[config.mk]
export PLATFORM = sky130hd
export DESIGN_NAME = servo_slew_ctrl
export DESIGN_NICKNAME = d
export VERILOG_FILES = /design/src/rtl/servo_slew_ctrl.sv
export SDC_FILE = /design/constraint.sdc
export NUM_CORES = 1
export LEC_CHECK = 0
export BUFFER_PORTS_ARGS = -buffer_cell sky130_fd_sc_hd__buf_2
export CORE_MARGIN = 2
export CORE_UTILIZATION = 50
export CTS_CLUSTER_DIAMETER = 100
export DETAILED_ROUTE_END_ITERATION = 10
export PLACE_DENSITY = 0.68
export SLEW_MARGIN = 20
export SYNTH_ARGS = -nofsm -noshare
export SYNTH_HDL_FRONTEND = slang
export SYNTH_SLANG_ARGS = --single-unit
[constraint.sdc]
create_clock -name clk -period 5.1 [get_ports clk]
set_input_delay 0 -clock clk [delete_from_list [all_inputs] [get_ports clk]]
set_output_delay 0 -clock clk [all_outputs]
set_load 0.01 [all_outputs]
[src/rtl/servo_slew_ctrl.sv]
// servo_slew_ctrl: takes target angles over valid/ready and slews the PWM
// angle toward them by at most STEP degrees per servo frame.
// Ports: clk, rst_n (async active-low)
//        cmd_valid, cmd_angle[7:0], cmd_ready : target command handshake
//        angle[7:0] : current angle, to PWM block
//        busy       : moving toward target
//        done       : one-cycle pulse when target reached
//        frame_tick : one-cycle pulse on last cycle of each frame
module servo_slew_ctrl #(
   parameter int FRAME_CYCLES = 2_000_000,
   parameter int STEP         = 5,
   parameter int MAX_ANGLE    = 180,
   parameter int HOME_ANGLE   = 90
) (
   input  logic       clk,
   input  logic       rst_n,
   input  logic       cmd_valid,
   input  logic [7:0] cmd_angle,
   output logic       cmd_ready,
   output logic [7:0] angle,
   output logic       busy,
   output logic       done,
   output logic       frame_tick
);

   localparam int CW = $clog2(FRAME_CYCLES);
   localparam logic [CW-1:0] LAST = CW'(FRAME_CYCLES - 1);
   localparam logic [CW-1:0] PRE  = CW'(FRAME_CYCLES - 2);
   localparam logic [7:0]    MAXA = 8'(MAX_ANGLE);
   localparam logic [7:0]    HOME = 8'(HOME_ANGLE);
   localparam logic [7:0]    STP8 = 8'(STEP);
   localparam logic [8:0]    STP9 = 9'(STEP);

   typedef enum logic {IDLE, MOVING} state_t;

   state_t        state;
   logic [CW-1:0] cnt;
   logic [7:0]    target;
   logic [7:0]    clamped;
   logic [8:0]    diff;
   logic          up;

   assign clamped   = (cmd_angle > MAXA) ? MAXA : cmd_angle;
   assign up        = (target > angle);
   // 9-bit difference so a large gap can never wrap
   assign diff      = up ? ({1'b0, target} - {1'b0, angle})
                         : ({1'b0, angle} - {1'b0, target});
   assign cmd_ready = (state == IDLE);
   assign busy      = (state == MOVING);

   // free-running frame counter; tick is registered one count early
   // so it is high exactly while cnt == LAST
   always_ff @(posedge clk or negedge rst_n) begin
      if (!rst_n) begin
         cnt        <= '0;
         frame_tick <= 1'b0;
      end else begin
         if (cnt == LAST) cnt <= '0;
         else             cnt <= cnt + CW'(1);
         frame_tick <= (cnt == PRE);
      end
   end

   always_ff @(posedge clk or negedge rst_n) begin
      if (!rst_n) begin
         state  <= IDLE;
         target <= HOME;
         angle  <= HOME;
         done   <= 1'b0;
      end else begin
         done <= 1'b0;
         unique case (state)
            IDLE: begin
               if (cmd_valid) begin
                  target <= clamped;
                  if (clamped == angle) done  <= 1'b1;
                  else                  state <= MOVING;
               end
            end
            MOVING: begin
               if (frame_tick) begin
                  if (diff <= STP9) begin
                     angle <= target;
                     done  <= 1'b1;
                     state <= IDLE;
                  end else if (up) begin
                     angle <= angle + STP8;
                  end else begin
                     angle <= angle - STP8;
                  end
               end
            end
         endcase
      end
   end

endmodule

==> qor.yml <==
logic_synthesis:
  yosys.area.top_type: "dfrtp_1"
  synth-edff-count: 0
  synth_cell_types: 58
  synth.top_cells.by_area: "dfrtp_1 26%, ha_1 9.8%, dfstp_2 6.9%, xnor2_1 4.9%, nor2_1 4.4%"
  synthesis.nets: 394
  ys_warn_count: 0
  synthCells: 356
  ys.flop_type: "dfrtp_1"
  yosys_register_bits: 40
  synth_common_cells: "36 x nor2_1, 32 x dfrtp_1, 29 x inv_1"
  ys_seq_area_share_pct: 33.0
  synth_area_mm2: 0.00306
  avgSynthCellArea_um2: 8.60
  async_flop_share_pct: 100
  synth_top_area_share_pct: 26.1
  yosysMostFrequentCell: "nor2_1"
route:
  post-route-drc-count: 0
  wirelength_um: 7140
  wl_per_cell_um: 15.8
  via_count: 2623
  drtAntennaViolNets: 0
  drtPass1Iterations: 5
  drt_iter0_drc: 226
  avgViaCountPerCell: 5.79
floorplanning:
  rows: 28
  initial_core_util_pct: 51.7
  dieArea_mm2: 0.00677
  die_h_um: 82.3
  core-area_mm2: 0.00592
  ios: 23
  die_w_um: 82.3
place:
  io_buffers: 22
  dp_hpwl_um: 5410
  routabilityCongestion: 0.871
layout:
  antennaDiodeCount: 0
  utilization_pct: 56.3
  drive_above_1_share_pct: 11.6
  area_growth_pct: 8.78
  nets: 416
critical_path:
  slowest_stage: "dfstp_2"
  cp-startpoint: "angle[1]$_DFFE_PN1P_"
  cp.arrival_ns: 4.28
  r2r-start: "angle[1]$_DFFE_PN1P_"
  path_class: "flip-flop to flip-flop"
  crit_path_cell_trace: "inv_1 -> ha_1 -> nand2b_1 -> a21oi_1 -> o22a_1 -> o221ai_2 -> ha_1 -> a21o_1 -> a21oi_1 -> o21ai_0 -> o41ai_1 -> xnor2_1 -> or3_1 -> a21oi_1 -> a221o_1"
  path_max_fanout: 10
  required_ns: 5.34
  endpoint_kind: "flip-flop"
  cpMostUsedCell: "a21oi_1"
  worst_setup_path_start_kind: "flip-flop"
  critPathMaxStageDelay_ns: 0.66
timing:
  slew_headroom_pct: 40.3
  hold_violations: 0
  rsz0062_at_grt: "no"
  period_share_pct: 79.2
  min_period_ns: 4.04
  tns_ns: 0
  timing.fmax_ghz: 0.248
  finalSetupViolations: 0
  worst_pin_slew_ns: 0.896
  report.final.slew_viol_count: 0
  skew_ns: 0.0111
hold_path:
  holdCritPathClass: "input port to flip-flop"
  hold_start: "cmd_angle[0]"
global_routing:
  grt_pass1_vias: 2511
  track_usage_pct: 23.3
  overflow: 0
  antenna_found_initial: 0
  grt_pass1_wl_um: 12100
  grt_max_degree: 41
job:
  drv_cap: 0
power_and_ir_drop:
  power_density_mw_per_mm2: 217
  p_leak_uw: 0.00147
  ir_worst_vdd_mv: 0.112
clock_tree:
  cts.path.max_buffers: 2
  numCtsBuffers: 5
  post_cts_resized: 0
  htreeDepth: 2
  insertion_delay_ns: 0.30
  clock-root-buffer: "clkbuf_8"
  cts_tree: "built"
  ctsHoldBuffers: 5
  cts.sinks: 40
  postCtsSetupBuffers: 0
  cts.clk_slew.worst_paths_ns: 0.09
outcome:
  status: "complete, no violations"
[cell type report]
| class | instances | area [um2] |
|---|---|---|
| fill | 537 | 2590 |
| clock inverter | 2 | 12.5 |
| timing repair buffer | 27 | 160 |
| inverter | 30 | 113 |
| clock buffer | 5 | 68.8 |
| multi-input combinational | 274 | 1870 |
| tap | 75 | 93.8 |
| sequential | 40 | 1010 |
[cell families after synthesis]
family	share of synthesized area [%]
compound gates	19.6
xor+xnor	8.29
fa+ha+maj	11.8
buf+inv	5.84
flops	33.0
mux	2.33
simple gates	19.2
[flip-flops by register name, indices dropped and copies added (netlist names)]
register    count
target          8
frame_tick      1
cnt            21
done            1
busy            1
angle           8
[power breakdown]
part	switching [uW]	leakage, uW	internal (uW)
sequential	8.11	0.000500	328
clock	114	0.0000400	92.7
combinational	107	0.000931	72.2
total	230	0.00147	492
[path summary, 6_finish.rpt]
check	cells after the start	slack [ns]	endpoint
max	15	1.06	angle[7]$_DFFE_PN0P_
min	3	0.02	target[0]$_DFFE_PN0P_
max reg2reg	15	1.06	angle[7]$_DFFE_PN0P_
min reg2reg	1	0.49	cnt[6]$_DFF_PN0_
max in group asynchronous	2	4.16	cnt[8]$_DFF_PN0_
min in group asynchronous	2	0.36	target[7]$_DFFE_PN0P_
[layout by cell type (no fill, tap or decap), types with 2 or more instances in the layout]
cell type       n
and2_1          5
o21ai_1         2
o21ai_0        23
nor3_1          5
and3_1          2
dfstp_2         8
mux2i_1         6
nor4b_1         4
o221ai_1        2
dlygate4sd3_1   5
nor4_1          2
buf_2          22
o31ai_1         2
a21oi_1        25
o311ai_0        3
nor2_1         36
or3_1           5
clkbuf_8        5
nand3_1        18
inv_1          29
xnor2_1        17
ha_1           24
nand2b_1        3
dfrtp_1        32
nand2_1        27
nor2b_1         2
fa_1            3
a21o_1          8
nand4_1         8
xor2_1         12
a21boi_0        3
o41ai_1         2
[metal layers]
layer	track usage, %	routed length (um)	up-vias	part of all wire, %
met4	7.50	114	0	1.6
met5	0	0	-	0
li1	-	-	1299	-
met1	33.7	3530	1253	49
met2	35.3	3190	60	45
met3	3.80	306	11	4.3
[metrics by stage]
step                hold WS [ns]  setup slack [ns]  cell area (um2)  total power [uW]  std cells
CTS                      0.00928              1.10             3330               730        453
detailed placement         0.169              1.11             3200               517        441
global route              0.0343             0.727             3330               763        453
global placement           0.169              1.30             3200               514        441
finish                    0.0208              1.06             3330               722        453
floorplan                 -0.296              1.47             3060               473        356
[critical path, delay by kind of cell (launching register included)]
family,cells,cell delay (ns)
simple gates,2,0.42
xor+xnor,1,0.13
compound gates,9,1.94
flops,1,0.66
buf+inv,1,0.13
fa+ha+maj,2,0.68
Note: power is estimated with default switching activity, not from simulation.
